$ cat config.mk
export PLATFORM = sky130hd
export DESIGN_NAME = spi_reg_bridge
export DESIGN_NICKNAME = d
export VERILOG_FILES = /design/src/rtl/spi_reg_bridge.sv
export SDC_FILE = /design/constraint.sdc
export NUM_CORES = 1
export LEC_CHECK = 0
export CAP_MARGIN = 10
export CORE_ASPECT_RATIO = 1.25
export CORE_MARGIN = 1.5
export CORE_UTILIZATION = 50
export CTS_CLUSTER_DIAMETER = 40
export DETAILED_ROUTE_END_ITERATION = 6
export PLACE_DENSITY = 0.72
export SLEW_MARGIN = 20
export SYNTH_ARGS = -nofsm -noshare
export SYNTH_HDL_FRONTEND = slang
export SYNTH_SLANG_ARGS = --single-unit
$ cat constraint.sdc
create_clock -name clk -period 4.7 [get_ports clk]
set_input_delay 0.705 -clock clk [delete_from_list [all_inputs] [get_ports clk]]
set_output_delay 0.705 -clock clk [all_outputs]
set_load 0.05 [all_outputs]
$ cat src/rtl/spi_reg_bridge.sv
// spi_reg_bridge: SPI mode-0 slave that turns CMD/ADDR/DATA frames into single-cycle register-bus accesses.
// All SPI pins are oversampled in clk; clk must run at least 8x sck.
`default_nettype none

module spi_reg_bridge #(
  parameter int SYNC_STAGES = 2,
  parameter int DATA_W      = 32
) (
  input  logic              clk,
  input  logic              xrst,
  input  logic              sck,
  input  logic              ssn,
  input  logic              mosi,
  output logic              miso,
  output logic              miso_oe,
  output logic              cs,
  output logic              rw,
  output logic [7:0]        addr,
  output logic [DATA_W-1:0] wdata,
  input  logic [DATA_W-1:0] rdata,
  output logic              frm_err
);

  localparam int FRAME_BITS = 16 + DATA_W;
  localparam int CNT_W      = $clog2(FRAME_BITS + 1);
  localparam logic [CNT_W-1:0] LAST_CMD  = CNT_W'(7);
  localparam logic [CNT_W-1:0] LAST_ADDR = CNT_W'(15);
  localparam logic [CNT_W-1:0] LAST_DATA = CNT_W'(FRAME_BITS - 1);
  localparam logic [7:0] CMD_WRITE = 8'h02;
  localparam logic [7:0] CMD_READ  = 8'h03;

  typedef enum logic [2:0] {
    IDLE  = 3'd0,
    CMD   = 3'd1,
    ADDR  = 3'd2,
    WDATA = 3'd3,
    RDATA = 3'd4,
    SKIP  = 3'd5
  } state_t;

  logic [SYNC_STAGES-1:0] sck_sync;
  logic [SYNC_STAGES-1:0] ssn_sync;
  logic [SYNC_STAGES-1:0] mosi_sync;
  logic                   armed;

  state_t            state;
  logic [CNT_W-1:0]  bit_cnt;
  logic [DATA_W-1:0] shift_in;
  logic [DATA_W-1:0] rd_shift;
  logic              is_read;

  logic       sck_rise;
  logic       sck_fall;
  logic       ssn_fall;
  logic       ssn_rise;
  logic       mosi_bit;
  logic [7:0] next_byte;
  logic [DATA_W-1:0] next_word;

  // ssn flops clear to 0, so a select held low across reset release never looks like a fresh fall.
  always_ff @(posedge clk or negedge xrst) begin
    if (!xrst) begin
      sck_sync  <= '0;
      ssn_sync  <= '0;
      mosi_sync <= '0;
      armed     <= 1'b0;
      miso_oe   <= 1'b0;
    end else begin
      sck_sync  <= {sck_sync[SYNC_STAGES-2:0], sck};
      ssn_sync  <= {ssn_sync[SYNC_STAGES-2:0], ssn};
      mosi_sync <= {mosi_sync[SYNC_STAGES-2:0], mosi};
      armed     <= armed | ssn_sync[SYNC_STAGES-2];
      miso_oe   <= armed & ~ssn_sync[SYNC_STAGES-2];
    end
  end

  assign sck_rise  =  sck_sync[SYNC_STAGES-2] & ~sck_sync[SYNC_STAGES-1];
  assign sck_fall  = ~sck_sync[SYNC_STAGES-2] &  sck_sync[SYNC_STAGES-1];
  assign ssn_fall  = ~ssn_sync[SYNC_STAGES-2] &  ssn_sync[SYNC_STAGES-1];
  assign ssn_rise  =  ssn_sync[SYNC_STAGES-2] & ~ssn_sync[SYNC_STAGES-1];
  // mosi is stable for half an sck period, so the one-clk-later stage is safe to sample.
  assign mosi_bit  = mosi_sync[SYNC_STAGES-1];
  assign next_byte = {shift_in[6:0], mosi_bit};
  assign next_word = {shift_in[DATA_W-2:0], mosi_bit};

  always_ff @(posedge clk or negedge xrst) begin
    if (!xrst) begin
      state    <= IDLE;
      bit_cnt  <= '0;
      shift_in <= '0;
      rd_shift <= '0;
      is_read  <= 1'b0;
      miso     <= 1'b0;
      cs       <= 1'b0;
      rw       <= 1'b0;
      addr     <= '0;
      wdata    <= '0;
      frm_err  <= 1'b0;
    end else begin
      cs      <= 1'b0;
      frm_err <= 1'b0;
      if (cs && !rw) begin
        rd_shift <= rdata;
      end

      if (ssn_rise) begin
        if (state == CMD || state == ADDR || state == WDATA || state == RDATA) begin
          frm_err <= 1'b1;
        end
        state   <= IDLE;
        bit_cnt <= '0;
        miso    <= 1'b0;
      end else begin
        case (state)
          IDLE: begin
            if (ssn_fall) begin
              state   <= CMD;
              bit_cnt <= '0;
            end
          end

          CMD: begin
            if (sck_rise) begin
              shift_in <= next_word;
              bit_cnt  <= bit_cnt + 1'b1;
              if (bit_cnt == LAST_CMD) begin
                if (next_byte == CMD_WRITE || next_byte == CMD_READ) begin
                  state   <= ADDR;
                  is_read <= next_byte[0];
                end else begin
                  state   <= SKIP;
                  frm_err <= 1'b1;
                end
              end
            end
          end

          ADDR: begin
            if (sck_rise) begin
              shift_in <= next_word;
              bit_cnt  <= bit_cnt + 1'b1;
              if (bit_cnt == LAST_ADDR) begin
                addr <= next_byte;
                if (is_read) begin
                  state <= RDATA;
                  cs    <= 1'b1;
                  rw    <= 1'b0;
                end else begin
                  state <= WDATA;
                end
              end
            end
          end

          WDATA: begin
            if (sck_rise) begin
              shift_in <= next_word;
              bit_cnt  <= bit_cnt + 1'b1;
              if (bit_cnt == LAST_DATA) begin
                wdata <= next_word;
                cs    <= 1'b1;
                rw    <= 1'b1;
                state <= SKIP;
              end
            end
          end

          RDATA: begin
            if (sck_rise) begin
              bit_cnt <= bit_cnt + 1'b1;
              if (bit_cnt == LAST_DATA) begin
                state <= SKIP;
                miso  <= 1'b0;
              end
            end else if (sck_fall) begin
              miso     <= rd_shift[DATA_W-1];
              rd_shift <= {rd_shift[DATA_W-2:0], 1'b0};
            end
          end

          SKIP: begin
            miso <= 1'b0;
          end

          default: begin
            state <= IDLE;
            miso  <= 1'b0;
          end
        endcase
      end
    end
  end

endmodule

`default_nettype wire

==> run metrics, run 1 <==
DP HPWL about 6700 µm; Ys Warns 0; number of global-route vias before repair 3509; die width between 90 and 100 µm; GRT Overall Usage 19.4%; Final ANT Viol Nets 0; Hold/Removal Path Class input port to asynchronous set/reset pin; initial core utilization 50.9%; Final Critical Period 2.71 ns; Power Total 3.04 mW; Mapped Nets 467; first-pass GRT wire length between 15000 and 20000 µm; Max-cap violations 0; total I/O pin count between 80 and 90; synth cell count leaders 125 x dfrtp_1, 37 x nor2_1, 36 x a21oi_1, 36 x mux2i_1, 30 x mux2_4; most common cell in the netlist dfrtp_1; Hold Fails Final Rpt 0; port bufs between 80 and 90; combinational power share 14.6%; critical-path maximum fanout 32; Non-Filler Instances around 650; Seq pwr share about two fifths; Final Wtd Congestion between 0.8 and 0.9; FF-to-FF Start sck_sync[1]; CP arrival about 3.0 ns; clk_lat worst skew a little over 0.4 ns; TritonCTS Sinks 125; startpoint types register; Synth area leaders dfrtp_1 56%, mux2_4 8.1%, mux2i_1 6.5%; per-cell routed wire length around 16 µm; drt pass-1 iters 4; initial antenna violation count 0; clock buffer depth 2; kind of critical path register to register; Post-CTS Hold Buffers 0; crit end category register; Die Ht between 100 and 150 µm; TritonCTS clock tree yes; vias per cell around 5.5; setup slack, reg-to-reg slightly below 2 ns; layout cell share with drive strength beyond 1 a little over a fifth; ys flop type dfrtp_1; Clk pwr share between 40% and 50%; sequential share of the synthesized area approximately 56%; pin count of the biggest net entering global routing 63; Slew headroom roughly a third; nets ~550; VDD IR max ~0.26 mV; root buffer cell clkbuf_16; worst r2r dst wdata[28]; Data required, critical path about 5.0 ns; RSZ-0062 raised after global routing no; antenna cells 0; number of synthesized flops with an enable pin 0; Yosys reg bits between 100 and 150; Post-synth ARST share 100%; grt total ovfl 0; P_int about 2.2 mW; final worst path period share just under 60%; Post-Synthesis Cells between 400 and 500; Mapped Area 5590 µm²; Switching Share 28.3%; Unique masters post-synth 59; R2R cell count 6; Filler cells just over 800; share of the synthesized area in the top cell type 56.0%; Rows 43; Pwr per Cell Area approximately 430 nW/µm²; H-tree depth 4; Yosys top cell by area dfrtp_1; worst slew pin tran 1.02 ns; vias ~3600; Worst-path clk slew roughly 0.06 ns; Worst Skew roughly 0.0048 ns; fmax around 370 MHz; DRC 0; Placed Instances about 620; Max Slew Vio Count 0; Sw Pwr approximately 860 µW; TNS Setup 0 ns; cts bufs inserted 17; # setup viols final 0; WL final roughly 11000 µm; P&R area growth vs syn 27.1%; initial drt markers between 150 and 200; status completed; Die ar. 11800 µm²; Final Util between 60 and 70%; Syn Area/Cell ~13 µm²; post_cts resized 0; Setup Fix Bufs, Post-CTS 0; core area 11000 µm²; LEAKAGE ~3.1 nW
worst max-delay path, cell delays in order, from the launching register on:
cell     delay, ns
dfrtp_1       0.38
inv_1         0.06
ha_1          0.36
nor3b_2       0.42
and3_2        0.30
nand3_4       0.50
mux2_1        0.55
cell families after synthesis:
family          after synthesis  share of synthesized area, %
fa+ha+maj                     4                         0.896
compound gates               65                          7.37
flops                       125                          56.0
simple gates                 91                          9.50
buf+inv                      32                          3.11
mux                         108                          23.0
xor+xnor                      1                         0.157
placed cells by master (no fill, tap or decap), types with 6 or more instances in the layout:
cell | Yosys | final
a21oi_1 | 36 | 36
clkbuf_16 | 0 | 17
clkdlybuf4s50_1 | 0 | 80
dfrtp_1 | 125 | 125
mux2_1 | 15 | 15
mux2_2 | 27 | 27
mux2_4 | 30 | 30
mux2i_1 | 36 | 36
nand2_1 | 6 | 6
nand3_1 | 8 | 7
nor2_1 | 37 | 37
how the worst max path moves through the flow:
stage / start / to
2_1_floorplan: bit_cnt[0] / wdata[0]
3_3_place_gp: sck_sync[1] / wdata[28]
3_5_place_dp: sck_sync[1] / wdata[29]
4_1_cts: sck_sync[1] / wdata[28]
5_1_grt: sck_sync[1] / wdata[28]
6_report: sck_sync[1] / wdata[28]
per-layer routing:
metal | wire length, µm | up-vias | global-route usage [%]
met1 | 4880 | 1767 | 26.8
met4 | 177 | 0 | 8.30
li1 | - | 1699 | -
met2 | 5040 | 87 | 29.2
met3 | 453 | 16 | 4.95
met5 | 0 | - | 0
final cells by class:
class	count	area (µm²)	share of cell area, %
clock buffer	18	429	6.05
multi-input combinational	269	2320	32.6
clock inverter	14	184	2.59
sequential	125	3130	44.1
tap	135	169	2.38
timing repair buffer	84	843	11.9
inverter	7	28.8	0.405
sequential cells by signal, indices dropped and copies added (netlist names):
register,count
miso,1
armed,1
wdata,32
frm_err,1
ssn_sync,2
state,3
is_read,1
shift_in,31
sck_sync,2
cs,1
miso_oe,1
mosi_sync,2
rd_shift,32
addr,8
rw,1
bit_cnt,6
metrics by stage:
stage                     setup WS [ns]  hold slack (ns)  instance area [µm²]
final                              1.99            0.324                 7100
after CTS                          1.99            0.339                 7070
after floorplan                    2.80            0.331                 5590
after global placement             2.07            0.332                 6460
after detailed placement           2.01            0.342                 6460
after global routing               1.83            0.363                 7100
power by group through the flow:
stage / Combinational [mW] / Clock, mW / Sequential, mW
5_1_grt: 0.490 / 1.41 / 1.27
3_3_place_gp: 0.425 / 0 / 1.26
6_report: 0.443 / 1.34 / 1.25
4_1_cts: 0.446 / 1.36 / 1.25
2_1_floorplan: 0.351 / 0 / 1.22
3_5_place_dp: 0.438 / 0 / 1.26
Note: power is estimated with default switching activity, not from simulation.
==> run 2: changes to the inputs <==
==> constraint.sdc (replaced) <==
create_clock -name clk -period 2.7 [get_ports clk]
set_input_delay 0.405 -clock clk [delete_from_list [all_inputs] [get_ports clk]]
set_output_delay 0.405 -clock clk [all_outputs]
set_load 0.05 [all_outputs]
==> run 2 against run 1 <==
  * Critical path depth unchanged
  * First-iteration DRC count down 21%
  * Final cell count increased by 1.5%
  * Largest cell class unchanged
  * Clock skew grew 0.0022 ns
==> run metrics, run 2 (same netlist as run 1, synthesis figures left out) <==
crit path launch ssn_sync[0]; grt total ovfl 0; TritonCTS Sinks between 100 and 150; Hold Fails Final Rpt 0; critical path buffer and inverter count 1; cts bufs inserted 17; vias per cell approximately 5.5; FF-to-FF Start ssn_sync[0]; final hold slack about 0.35 ns; Final Critical Period around 2.4 ns; CP peak stage delay roughly 0.4 ns; TNS Setup 0 ns; worst slew pin tran about 1 ns; Final ANT Viol Nets 0; Die ar. about 12000 µm²; Clk pwr share a little over two fifths; Max-cap violations 0; Post-CTS Hold Buffers 1; Slew headroom between 30% and 40%; H-tree depth 4; P&R area growth vs syn 28.0%; commonest non-fill, non-tap cell in the layout dfrtp_1; die width between 90 and 100 µm; Top Registers rd_shift (32), wdata (32), shift_in (31); # setup viols final 0; Slowest-stage cell, CP dfrtp_1; Data required, critical path between 2 and 3 ns; CP arrival around 2.7 ns; startpoint types register; pin count of the biggest net entering global routing 45; VDD IR max ~0.47 mV; Final Wtd Congestion roughly 0.86; WL final between 10000 and 15000 µm; final worst path period share 88.6%; initial drt markers roughly 150; Rows between 40 and 50; vias approximately 3600; LEAKAGE roughly 3.1 nW; Final Util between 60% and 70%; status completed; Worst Skew a little under 0.007 ns; CP top delay family simple AND/OR/NAND/NOR gates; clk_lat worst skew 0.40 ns; initial antenna violation count 0; Switching Share ~28%; crit end category register; Setup Fix Bufs, Post-CTS 0; commonest non-fill, non-tap cells in the layout 125 x dfrtp_1, 80 x clkdlybuf4s50_1, 37 x nor2_1; DP HPWL a little over 7000 µm; initial core utilization 50.9%; P_int approximately 3.7 mW; Sw Pwr about 1.4 mW; setup slack, reg-to-reg about 0.31 ns; clock buffer depth 2; CP cell instances ha_1 > nor3b_2 > and3_2 > nand3_4 > buf_12 > mux2_4; Max Slew Vio Count 0; Worst-path clk slew about 0.060 ns; number of global-route vias before repair around 3700; combinational power share roughly 17%; kind of critical path register to register; fmax about 420 MHz; port bufs a little over 80; first-pass GRT wire length 18300 µm; total I/O pin count 82; Pwr per Cell Area 714 nW/µm²; Hold Startpoint mosi_sync[0]; Seq pwr share 41.9%; drt pass-1 iters 4; Die Ht approximately 120 µm; layout cell share with drive strength beyond 1 about 23%; TritonCTS clock tree yes; antenna cells 0; core area 11000 µm²; RSZ-0062 raised after global routing no; GRT Overall Usage ~19%; per-cell routed wire length around 16 µm; Hold/Removal Path Class register to register; critical-path maximum fanout 19; DRC 0; post_cts resized 0; nets ~560; root buffer cell clkbuf_16
==> run 2: metal layers <==
| metal | share of wire, % | global-route usage (%) | vias up |
|---|---|---|---|
| li1 | - | - | 1708 |
| met1 | 45 | 25.5 | 1810 |
| met2 | 49 | 31.4 | 97 |
| met3 | 4.2 | 4.84 | 10 |
| met4 | 0.98 | 6.52 | 0 |
| met5 | 0 | 0 | - |
==> run 2: final cells by class <==
class                   instances  area, µm²
repair buffers                 94        946
well taps                     135        169
inverters                       7       28.8
multi-input cells             269       2310
clock inverters                13        115
clock buffers                  19        453
flip-flops and latches        125       3130
fillers                       849       3830
==> run 2: through the flow <==
stage / power (mW) / area (µm²) / setup WS (ns) / cells
2_1_floorplan: 2.74 / 5590 / 0.797 / 426
3_3_place_gp: 2.98 / 6570 / 0.405 / 629
3_5_place_dp: 3.01 / 6570 / 0.326 / 629
4_1_cts: 5.15 / 7150 / 0.317 / 662
5_1_grt: 5.33 / 7150 / 0.219 / 662
6_report: 5.11 / 7150 / 0.309 / 662
==> run 2: worst paths after layout <==
kind                       cells past startpoint      endpoint
max                                            6     wdata[19]
min                                            0  mosi_sync[1]
max reg2reg                                    6     wdata[19]
min reg2reg                                    0  mosi_sync[1]
max in group asynchronous                      3     wdata[17]
min in group asynchronous                      2  rd_shift[21]
==> run 2: power groups by stage <==
stage	Clock (mW)	Combinational, mW	Sequential (mW)
final	2.12	0.841	2.14
after global routing	2.26	0.916	2.16
after CTS	2.17	0.844	2.14
after detailed placement	0	0.836	2.17
after global placement	0	0.813	2.16
after floorplan	0	0.610	2.12
==> run 3: changes to the inputs <==
--- a/config.mk
+++ b/config.mk
@@ -12,7 +12,7 @@
 export CTS_CLUSTER_DIAMETER = 40
 export DETAILED_ROUTE_END_ITERATION = 6
 export PLACE_DENSITY = 0.72
-export SLEW_MARGIN = 20
+export SLEW_MARGIN = 0
 export SYNTH_ARGS = -nofsm -noshare
 export SYNTH_HDL_FRONTEND = slang
 export SYNTH_SLANG_ARGS = --single-unit
==> results of run 3 <==
Final layout, timing and power as in run 2 (identical DEF).
